`config.mk`:
```
export PLATFORM = sky130hd
export DESIGN_NAME = bmp_stream_packer
export DESIGN_NICKNAME = d
export VERILOG_FILES = /design/src/rtl/bmp_stream_packer.sv
export SDC_FILE = /design/constraint.sdc
export NUM_CORES = 1
export LEC_CHECK = 0
export ABC_AREA = 1
export CORE_MARGIN = 3
export CORE_UTILIZATION = 58
export CTS_CLUSTER_DIAMETER = 150
export DETAILED_ROUTE_END_ITERATION = 7
export PLACE_DENSITY = 0.79
export SYNTH_ARGS = -nofsm -noshare
export SYNTH_HDL_FRONTEND = slang
export SYNTH_SLANG_ARGS = --single-unit
```
`constraint.sdc`:
```
create_clock -name clk -period 4.1 [get_ports clk]
set_input_delay 1.025 -clock clk [delete_from_list [all_inputs] [get_ports clk]]
set_output_delay 1.025 -clock clk [all_outputs]
set_load 0.01 [all_outputs]
```
`src/rtl/bmp_stream_packer.sv`:
```
// Streams a complete 24-bit BMP file: a 54-byte header, then each gray sample
// expanded to equal B,G,R bytes, with each row zero-padded to a 4-byte multiple.
module bmp_stream_packer #(
  parameter int DATA_WIDTH = 8,
  parameter int IMG_WIDTH  = 720,
  parameter int IMG_HEIGHT = 540
) (
  input  logic                  clk,
  input  logic                  rst,
  input  logic                  start,
  input  logic                  in_empty,
  input  logic [DATA_WIDTH-1:0] in_data,
  output logic                  in_rd,
  output logic                  out_valid,
  output logic [7:0]            out_data,
  input  logic                  out_ready,
  output logic                  out_last,
  output logic                  busy,
  output logic                  done
);

  localparam int          PAD       = (4 - ((3 * IMG_WIDTH) % 4)) % 4;
  localparam logic        HAS_PAD   = (PAD != 0);
  localparam logic [31:0] IMG_SZ    = 32'(IMG_HEIGHT) * 32'(3 * IMG_WIDTH + PAD);
  localparam logic [31:0] FILE_SZ   = 32'd54 + IMG_SZ;
  localparam logic [15:0] COL_LAST  = 16'(IMG_WIDTH - 1);
  localparam logic [15:0] ROW_LAST  = 16'(IMG_HEIGHT - 1);
  localparam logic [1:0]  PAD_LAST  = 2'(PAD - 1);

  // Header laid out so that file byte i sits at bits [8*i +: 8].
  localparam logic [431:0] HDR = {
    64'd0, 32'd2835, 32'd2835, IMG_SZ, 32'd0, 16'd24, 16'd1,
    32'(IMG_HEIGHT), 32'(IMG_WIDTH), 32'd40, 32'd54, 32'd0, FILE_SZ, 16'h4D42
  };

  typedef enum logic [2:0] {S_IDLE, S_HEADER, S_PIXEL, S_PAD, S_DONE} state_t;

  state_t      state_q, state_d;
  logic [5:0]  hdr_idx_q, hdr_idx_d;
  logic [1:0]  sub_q, sub_d;
  logic [1:0]  pad_q, pad_d;
  logic [15:0] col_q, col_d;
  logic [15:0] row_q, row_d;

  logic       hs;
  logic       pix_end;
  logic       row_end;
  logic       pad_end;
  logic [8:0] bit_idx;

  assign bit_idx = {hdr_idx_q, 3'b000};
  assign pix_end = (sub_q == 2'd2) && (col_q == COL_LAST);
  assign row_end = (row_q == ROW_LAST);
  assign pad_end = (pad_q == PAD_LAST);

  // All outputs decode from registered state; only FIFO status/data pass through.
  always_comb begin
    out_valid = 1'b0;
    out_data  = 8'h00;
    out_last  = 1'b0;
    in_rd     = 1'b0;
    case (state_q)
      S_HEADER: begin
        out_valid = 1'b1;
        out_data  = HDR[bit_idx +: 8];
      end
      S_PIXEL: begin
        out_valid = !in_empty;
        out_data  = in_data[DATA_WIDTH-1 -: 8];
        out_last  = !HAS_PAD && pix_end && row_end && !in_empty;
        in_rd     = (sub_q == 2'd2) && !in_empty && out_ready;
      end
      S_PAD: begin
        out_valid = 1'b1;
        out_last  = pad_end && row_end;
      end
      default: ;
    endcase
  end

  assign hs   = out_valid && out_ready;
  assign busy = (state_q != S_IDLE);
  assign done = (state_q == S_DONE);

  always_comb begin
    state_d   = state_q;
    hdr_idx_d = hdr_idx_q;
    sub_d     = sub_q;
    pad_d     = pad_q;
    col_d     = col_q;
    row_d     = row_q;
    case (state_q)
      S_IDLE: begin
        if (start) begin
          state_d   = S_HEADER;
          hdr_idx_d = 6'd0;
        end
      end
      S_HEADER: begin
        if (hs) begin
          if (hdr_idx_q == 6'd53) begin
            state_d = S_PIXEL;
            sub_d   = 2'd0;
            col_d   = 16'd0;
            row_d   = 16'd0;
          end else begin
            hdr_idx_d = hdr_idx_q + 6'd1;
          end
        end
      end
      S_PIXEL: begin
        if (hs) begin
          if (sub_q == 2'd2) begin
            sub_d = 2'd0;
            if (col_q == COL_LAST) begin
              col_d = 16'd0;
              if (HAS_PAD) begin
                state_d = S_PAD;
                pad_d   = 2'd0;
              end else if (row_end) begin
                state_d = S_DONE;
              end else begin
                row_d = row_q + 16'd1;
              end
            end else begin
              col_d = col_q + 16'd1;
            end
          end else begin
            sub_d = sub_q + 2'd1;
          end
        end
      end
      S_PAD: begin
        if (hs) begin
          if (pad_end) begin
            pad_d = 2'd0;
            if (row_end) begin
              state_d = S_DONE;
            end else begin
              row_d   = row_q + 16'd1;
              state_d = S_PIXEL;
            end
          end else begin
            pad_d = pad_q + 2'd1;
          end
        end
      end
      S_DONE: begin
        state_d   = S_IDLE;
        hdr_idx_d = 6'd0;
        row_d     = 16'd0;
      end
      default: state_d = S_IDLE;
    endcase
  end

  always_ff @(posedge clk or negedge rst) begin
    if (!rst) begin
      state_q   <= S_IDLE;
      hdr_idx_q <= 6'd0;
      sub_q     <= 2'd0;
      pad_q     <= 2'd0;
      col_q     <= 16'd0;
      row_q     <= 16'd0;
    end else begin
      state_q   <= state_d;
      hdr_idx_q <= hdr_idx_d;
      sub_q     <= sub_d;
      pad_q     <= pad_d;
      col_q     <= col_d;
      row_q     <= row_d;
    end
  end

endmodule

```
==> flow_summary.toml, run 1 <==
[sta]
setup_viol = 0
hold_slack_ps = 493.1
max_freq_mhz = 275.0
rsz0062_at_grt = "false"
layout_min_cycle_time_ps = 3637
finalCritPeriodShare_pct = 88.71
drv_slew = 0
skew_ps = 9.182
hold_viol_final = 0
tns_ps = 0
postLayoutSetupSlackWorst_ps = 463.1
max-slew-margin-rel_pct = 31.38
worst_slew_pin_slew_ps = 1029

[logic_synthesis]
synth_edf_count = 0
postSynth.asyncResetShare_pct = 100.0
avgSynthCellArea_um2 = 6.596
yosysTopAreaCellShare_pct = 30.54
synth_top_area_cell = "dfrtp_1"
ys_types = 41
synthesis.area_um2 = 3687
syn_nets = 583
synth_ff_type = "dfrtp_1"
synth_area_leaders = "dfrtp_1 31%, nand2_1 18%, nor2_1 9.2%"
synth-seq-cells = 45
yosysSeqAreaShare_pct = 30.54
synth_cells = 559
synth_warnings = 0

[floorplanning]
dieArea_um2 = 7350
start_util_pct = 61.19
io_pins = 26
rows = 28
core_area_um2 = 6026
die_w_um = 85.74
fp.dieH_um = 85.74

[global_route]
grt_pass1_wl_um = 15080
track_usage_pct = 24.87
overflow = 0
grt_pass1_vias = 3316
grt_max_degree = 46
antenna_found_initial = 0

[clock_network]
clockBufferDepth = 2
cts-resized-gates = 0
clock_sinks = 45
postCtsSetupBuffers = 0
clockRootBuffer = "clkbuf_8"
cts_tree = "yes"
hold_buffers = 0
h-tree-depth = 2
path_clk_slew_ps = 90
tritoncts.num_buffers = 5
clock_latency_ps = 300

[pwr]
power.total_mw = 2.178
vdd_drop_max_mv = 0.4953
power_leakage_nw = 1.808
powerDensity_nw_per_um2 = 544.9

[cells_and_area]
final_common_cell = "nand2_1"
drive_above_1_share_pct = 5.903
final_nets = 599
final_cell_mix = "173 x nand2_1, 90 x nor2_1, 49 x inv_1, 45 x nand3_1, 45 x dfrtp_1"
antenna_cells = 0
nFillCells = 564
fin_cells = 651
finish.utilization_pct = 66.32
synthToLayoutAreaGrowth_pct = 8.381
post-route-cell-area_um2 = 3996

[route]
drt_iter0_markers = 293
antenna_left = 0
drt-vias-per-instance = 5.556
dr.pass1.iters = 5
drc = 0
wl_per_cell_um = 13.29
vias = 3617
routed_wl_um = 8654

[place]
numPortBuffers = 25
pre_cts_slack_ps = 466.8
place_area_um2 = 3900
place_congestion = 0.9023
dp_hpwl_um = 6404
dp.cells = 643

[critical_path]
startpoint_type = "primary input"
reg2reg_to = "row_q[11]"
crit_arrival_ps = 2610
worst_r2r_path_depth = 9
cp.required_ps = 3070
crit_path_end_kind = "primary output"
reg2reg_from = "state_q[1]"
cp_max_fo = 2
critical_path_class = "primary input to primary output"
r2r_slack_ps = 1790

[worst_hold_path]
hp-start = "sub_q[0]"
hold_path_depth = 1
min_path_type = "flip-flop to flip-flop"
whs_endpoint = "sub_q[0]"

[outcome]
outcome = "finished clean"

[flow_run]
drv_cap = 0
[final cells by class]
type                       count  area, µm²  area share [%]
timing repair buffer          25      245.2           6.137
clock buffer                   6      82.58           2.066
tap                           75      93.84           2.348
multi-input combinational    444       2227           55.73
clock inverter                 2      13.76          0.3444
inverter                      54      207.7           5.197
sequential                    45       1126           28.18
[how the worst max path moves through the flow]
stage	from	endpoint	slack [ps]
floorplan	in_empty	out_last	1400
global placement	in_empty	out_last	510
detailed placement	in_empty	out_last	470
CTS	in_empty	out_last	450
global route	hdr_idx_q[0]	out_data[0]	290
finish	in_empty	out_last	460
[critical path: stages]
cell	delay [ps]
clkdlybuf4s50_1	410
or2_2	310
nor2_1	100
nand3_1	70
a21oi_1	140
clkdlybuf4s50_1	560
[flip-flops by register name (all words and copies together) (netlist names)]
name and cells:
col_q 16, sub_q 2, pad_q 2, row_q 16, hdr_idx_q 6, state_q 3
[per-layer routing]
layer	GRT usage [%]	wire, µm	vias to the layer above
met5	0	0	-
met4	5.036	78	0
met3	3.554	424	12
met2	39.62	4028	104
met1	36.15	4121	1666
li1	-	-	1835
[Yosys cell counts (all sizes together), types with 5 or more instances]
cell	n
buf	11
o21bai	21
nand2	180
o21ai	33
dfrtp	45
nand4	15
ha	11
nand3	47
clkbuf	5
xor2	12
a21oi	8
inv	52
nor2	96
[power breakdown]
part	switching, mW	internal, mW
Combinational	0.784	0.410
Clock	0.163	0.137
Sequential	0.138	0.547
[kinds of logic (layout without fill, tap and decap cells)]
group,Yosys count,count (layout),share of synthesized area [%]
compound gates,72,72,11.98
xor+xnor,13,13,3.088
fa+ha+maj,11,11,3.733
buf+inv,70,87,9.060
flops,45,45,30.54
mux,1,1,0.3054
simple gates,347,347,41.30
No activity file was read; power rests on OpenSTA's default activity.
==> run 2, diff against run 1 <==
--- a/config.mk
+++ b/config.mk
@@ -11,6 +11,7 @@
 export CTS_CLUSTER_DIAMETER = 150
 export DETAILED_ROUTE_END_ITERATION = 7
 export PLACE_DENSITY = 0.79
+export SKIP_LAST_GASP = 1
 export SYNTH_ARGS = -nofsm -noshare
 export SYNTH_HDL_FRONTEND = slang
 export SYNTH_SLANG_ARGS = --single-unit
==> results of run 2 <==
Final layout, timing and power as in run 1 (identical DEF).
==> run 3, diff against run 2 <==
--- a/config.mk
+++ b/config.mk
@@ -7,10 +7,11 @@
 export LEC_CHECK = 0
 export ABC_AREA = 1
 export CORE_MARGIN = 3
-export CORE_UTILIZATION = 58
+export CORE_UTILIZATION = 49
 export CTS_CLUSTER_DIAMETER = 150
 export DETAILED_ROUTE_END_ITERATION = 7
-export PLACE_DENSITY = 0.79
+export PLACE_DENSITY = 0.68
+export SETUP_SLACK_MARGIN = 0.4
 export SKIP_LAST_GASP = 1
 export SYNTH_ARGS = -nofsm -noshare
 export SYNTH_HDL_FRONTEND = slang
==> run 3 against run 2 <==
  * Global-route usage is 2.9 points lower
  * Clock power rose by 17%
  * Combinational power barely moved
  * Routed wire length up 3.6%
  * Final area up 1.2%
  * Core utilization shrank 9.0 points
  * Maximum frequency increased by 2.4%
  * Clock skew increased by 3.7 ps
  * Final cell count rose by 3.2%
  * Sequential power hardly changed
  * Power increased by 3.2%
  * Non-clock buffer count did not move
  * Critical path type is now flip-flop to primary output
  * Largest cell class unchanged
  * Highest routed layer unchanged
==> flow_summary.toml, run 3 (synthesis gave the netlist of run 1 again) <==
[outcome]
outcome = "finished clean"

[cells_and_area]
final_nets = 599
antenna_cells = 0
post-route-cell-area_um2 = 4045
final_cell_mix = "173 x nand2_1, 90 x nor2_1, 48 x inv_1, 45 x nand3_1, 45 x dfrtp_1"
final_common_cell = "nand2_1"
finish.utilization_pct = 57.32
fin_cells = 672
drive_above_1_share_pct = 5.903
top_regs = "col_q (16), row_q (16), hdr_idx_q (6)"
synthToLayoutAreaGrowth_pct = 9.705

[critical_path]
reg2reg_from = "state_q[1]"
reg2reg_to = "row_q[9]"
crit_arrival_ps = 2530
crit_end = "out_data[0]"
startpoint_type = "flip-flop"
cp_max_fo = 7
critical_path_class = "flip-flop to primary output"
r2r_slack_ps = 1790
startpoint = "hdr_idx_q[0]"
worst_r2r_path_depth = 9
crit_path_end_kind = "primary output"
cp.required_ps = 3070

[clock_network]
hold_buffers = 0
tritoncts.num_buffers = 5
cts_tree = "yes"
clock_latency_ps = 290
path_clk_slew_ps = 80
clockRootBuffer = "clkbuf_8"
h-tree-depth = 2
clock_sinks = 45
clockBufferDepth = 2

[route]
vias = 3607
routed_wl_um = 8963
drc = 0
antenna_left = 0
drt-vias-per-instance = 5.368
dr.pass1.iters = 6
wl_per_cell_um = 13.34
drt_iter0_markers = 225

[floorplanning]
start_util_pct = 52.25
dieArea_um2 = 8602
core_area_um2 = 7057
rows = 30
fp.dieH_um = 92.75
die_w_um = 92.75
io_pins = 26

[place]
dp.cells = 664
place_area_um2 = 3926
dp_hpwl_um = 6542
place_congestion = 0.8978
pre_cts_slack_ps = 472.1
numPortBuffers = 25

[pwr]
vdd_drop_max_mv = 0.5015
powerDensity_nw_per_um2 = 555.5
power_leakage_nw = 1.834
power.total_mw = 2.247

[sta]
tns_ps = 0
skew_ps = 12.84
drv_slew = 0
setup_viol = 0
postLayoutSetupSlackWorst_ps = 548.9
hold_viol_final = 0
worst_slew_pin_slew_ps = 1060
rsz0062_at_grt = "true"
max_freq_mhz = 281.6
layout_min_cycle_time_ps = 3551
max-slew-margin-rel_pct = 29.33
finalCritPeriodShare_pct = 86.61
hold_slack_ps = 499.9

[global_route]
grt-busiest-layer = "met2"
antenna_found_initial = 0
met2_usage_pct = 34.74
grt_pass1_wl_um = 15640
met1_usage_pct = 32.67
grt_max_degree = 46
track_usage_pct = 22.01
grt_pass1_vias = 3333
overflow = 0
grtUsageMet3_pct = 2.843

[flow_run]
drv_cap = 0

[worst_hold_path]
min_path_type = "flip-flop to flip-flop"
run 3: changes by cell type in the layout (fill, tap and decap cells not counted), sizes merged:
cell,before,now
dlymetal6s2s,0,1
bufinv,0,1
clkdlybuf4s50,24,23
clkbuf,6,7
clkinv,4,2
run 3: layout make-up:
| type | count | area, µm² |
|---|---|---|
| Tap cell | 96 | 120.1 |
| Inverter | 54 | 207.7 |
| Timing Repair Buffer | 25 | 247.7 |
| Multi-Input combinational cell | 444 | 2227 |
| Clock buffer | 7 | 86.33 |
| Sequential cell | 45 | 1126 |
| Fill cell | 729 | 3012 |
| Clock inverter | 1 | 30.03 |
run 3: power breakdown:
group | leakage [nW] | switching, mW | internal (mW) | total (mW)
registers | 0.617 | 0.137 | 0.548 | 0.685
clock network | 0.0585 | 0.151 | 0.199 | 0.350
logic | 1.16 | 0.802 | 0.411 | 1.21
run 3: how the worst min path moves through the flow:
stage	start	endpoint	slack, ps	cells after the start
detailed placement	sub_q[0]	sub_q[0]	490	1
global placement	sub_q[0]	sub_q[0]	470	1
CTS	sub_q[0]	sub_q[0]	500	1
global route	pad_q[1]	pad_q[1]	530	1
floorplan	sub_q[0]	sub_q[0]	450	1
finish	sub_q[0]	sub_q[0]	500	1
run 3: layer usage:
layer	up-vias	routed length (µm)
met5	-	0
met4	0	43
met3	5	377
met2	87	4111
met1	1682	4430
li1	1833	-
run 3: worst max-delay path, cell delays in order, from the launching register on:
cell and delay [ps]:
dfrtp_1 450, inv_2 140, ha_1 230, inv_1 100, nor2_1 180, nand2_1 130
o21ai_0 160, o21ai_0 120, o21ai_0 160, clkdlybuf4s50_1 560
run 3: what timing repair did:
action                     4_1_cts  5_1_grt
resized for setup                0        2
setup endpoints to repair        0        3
buffers inserted                 0        0
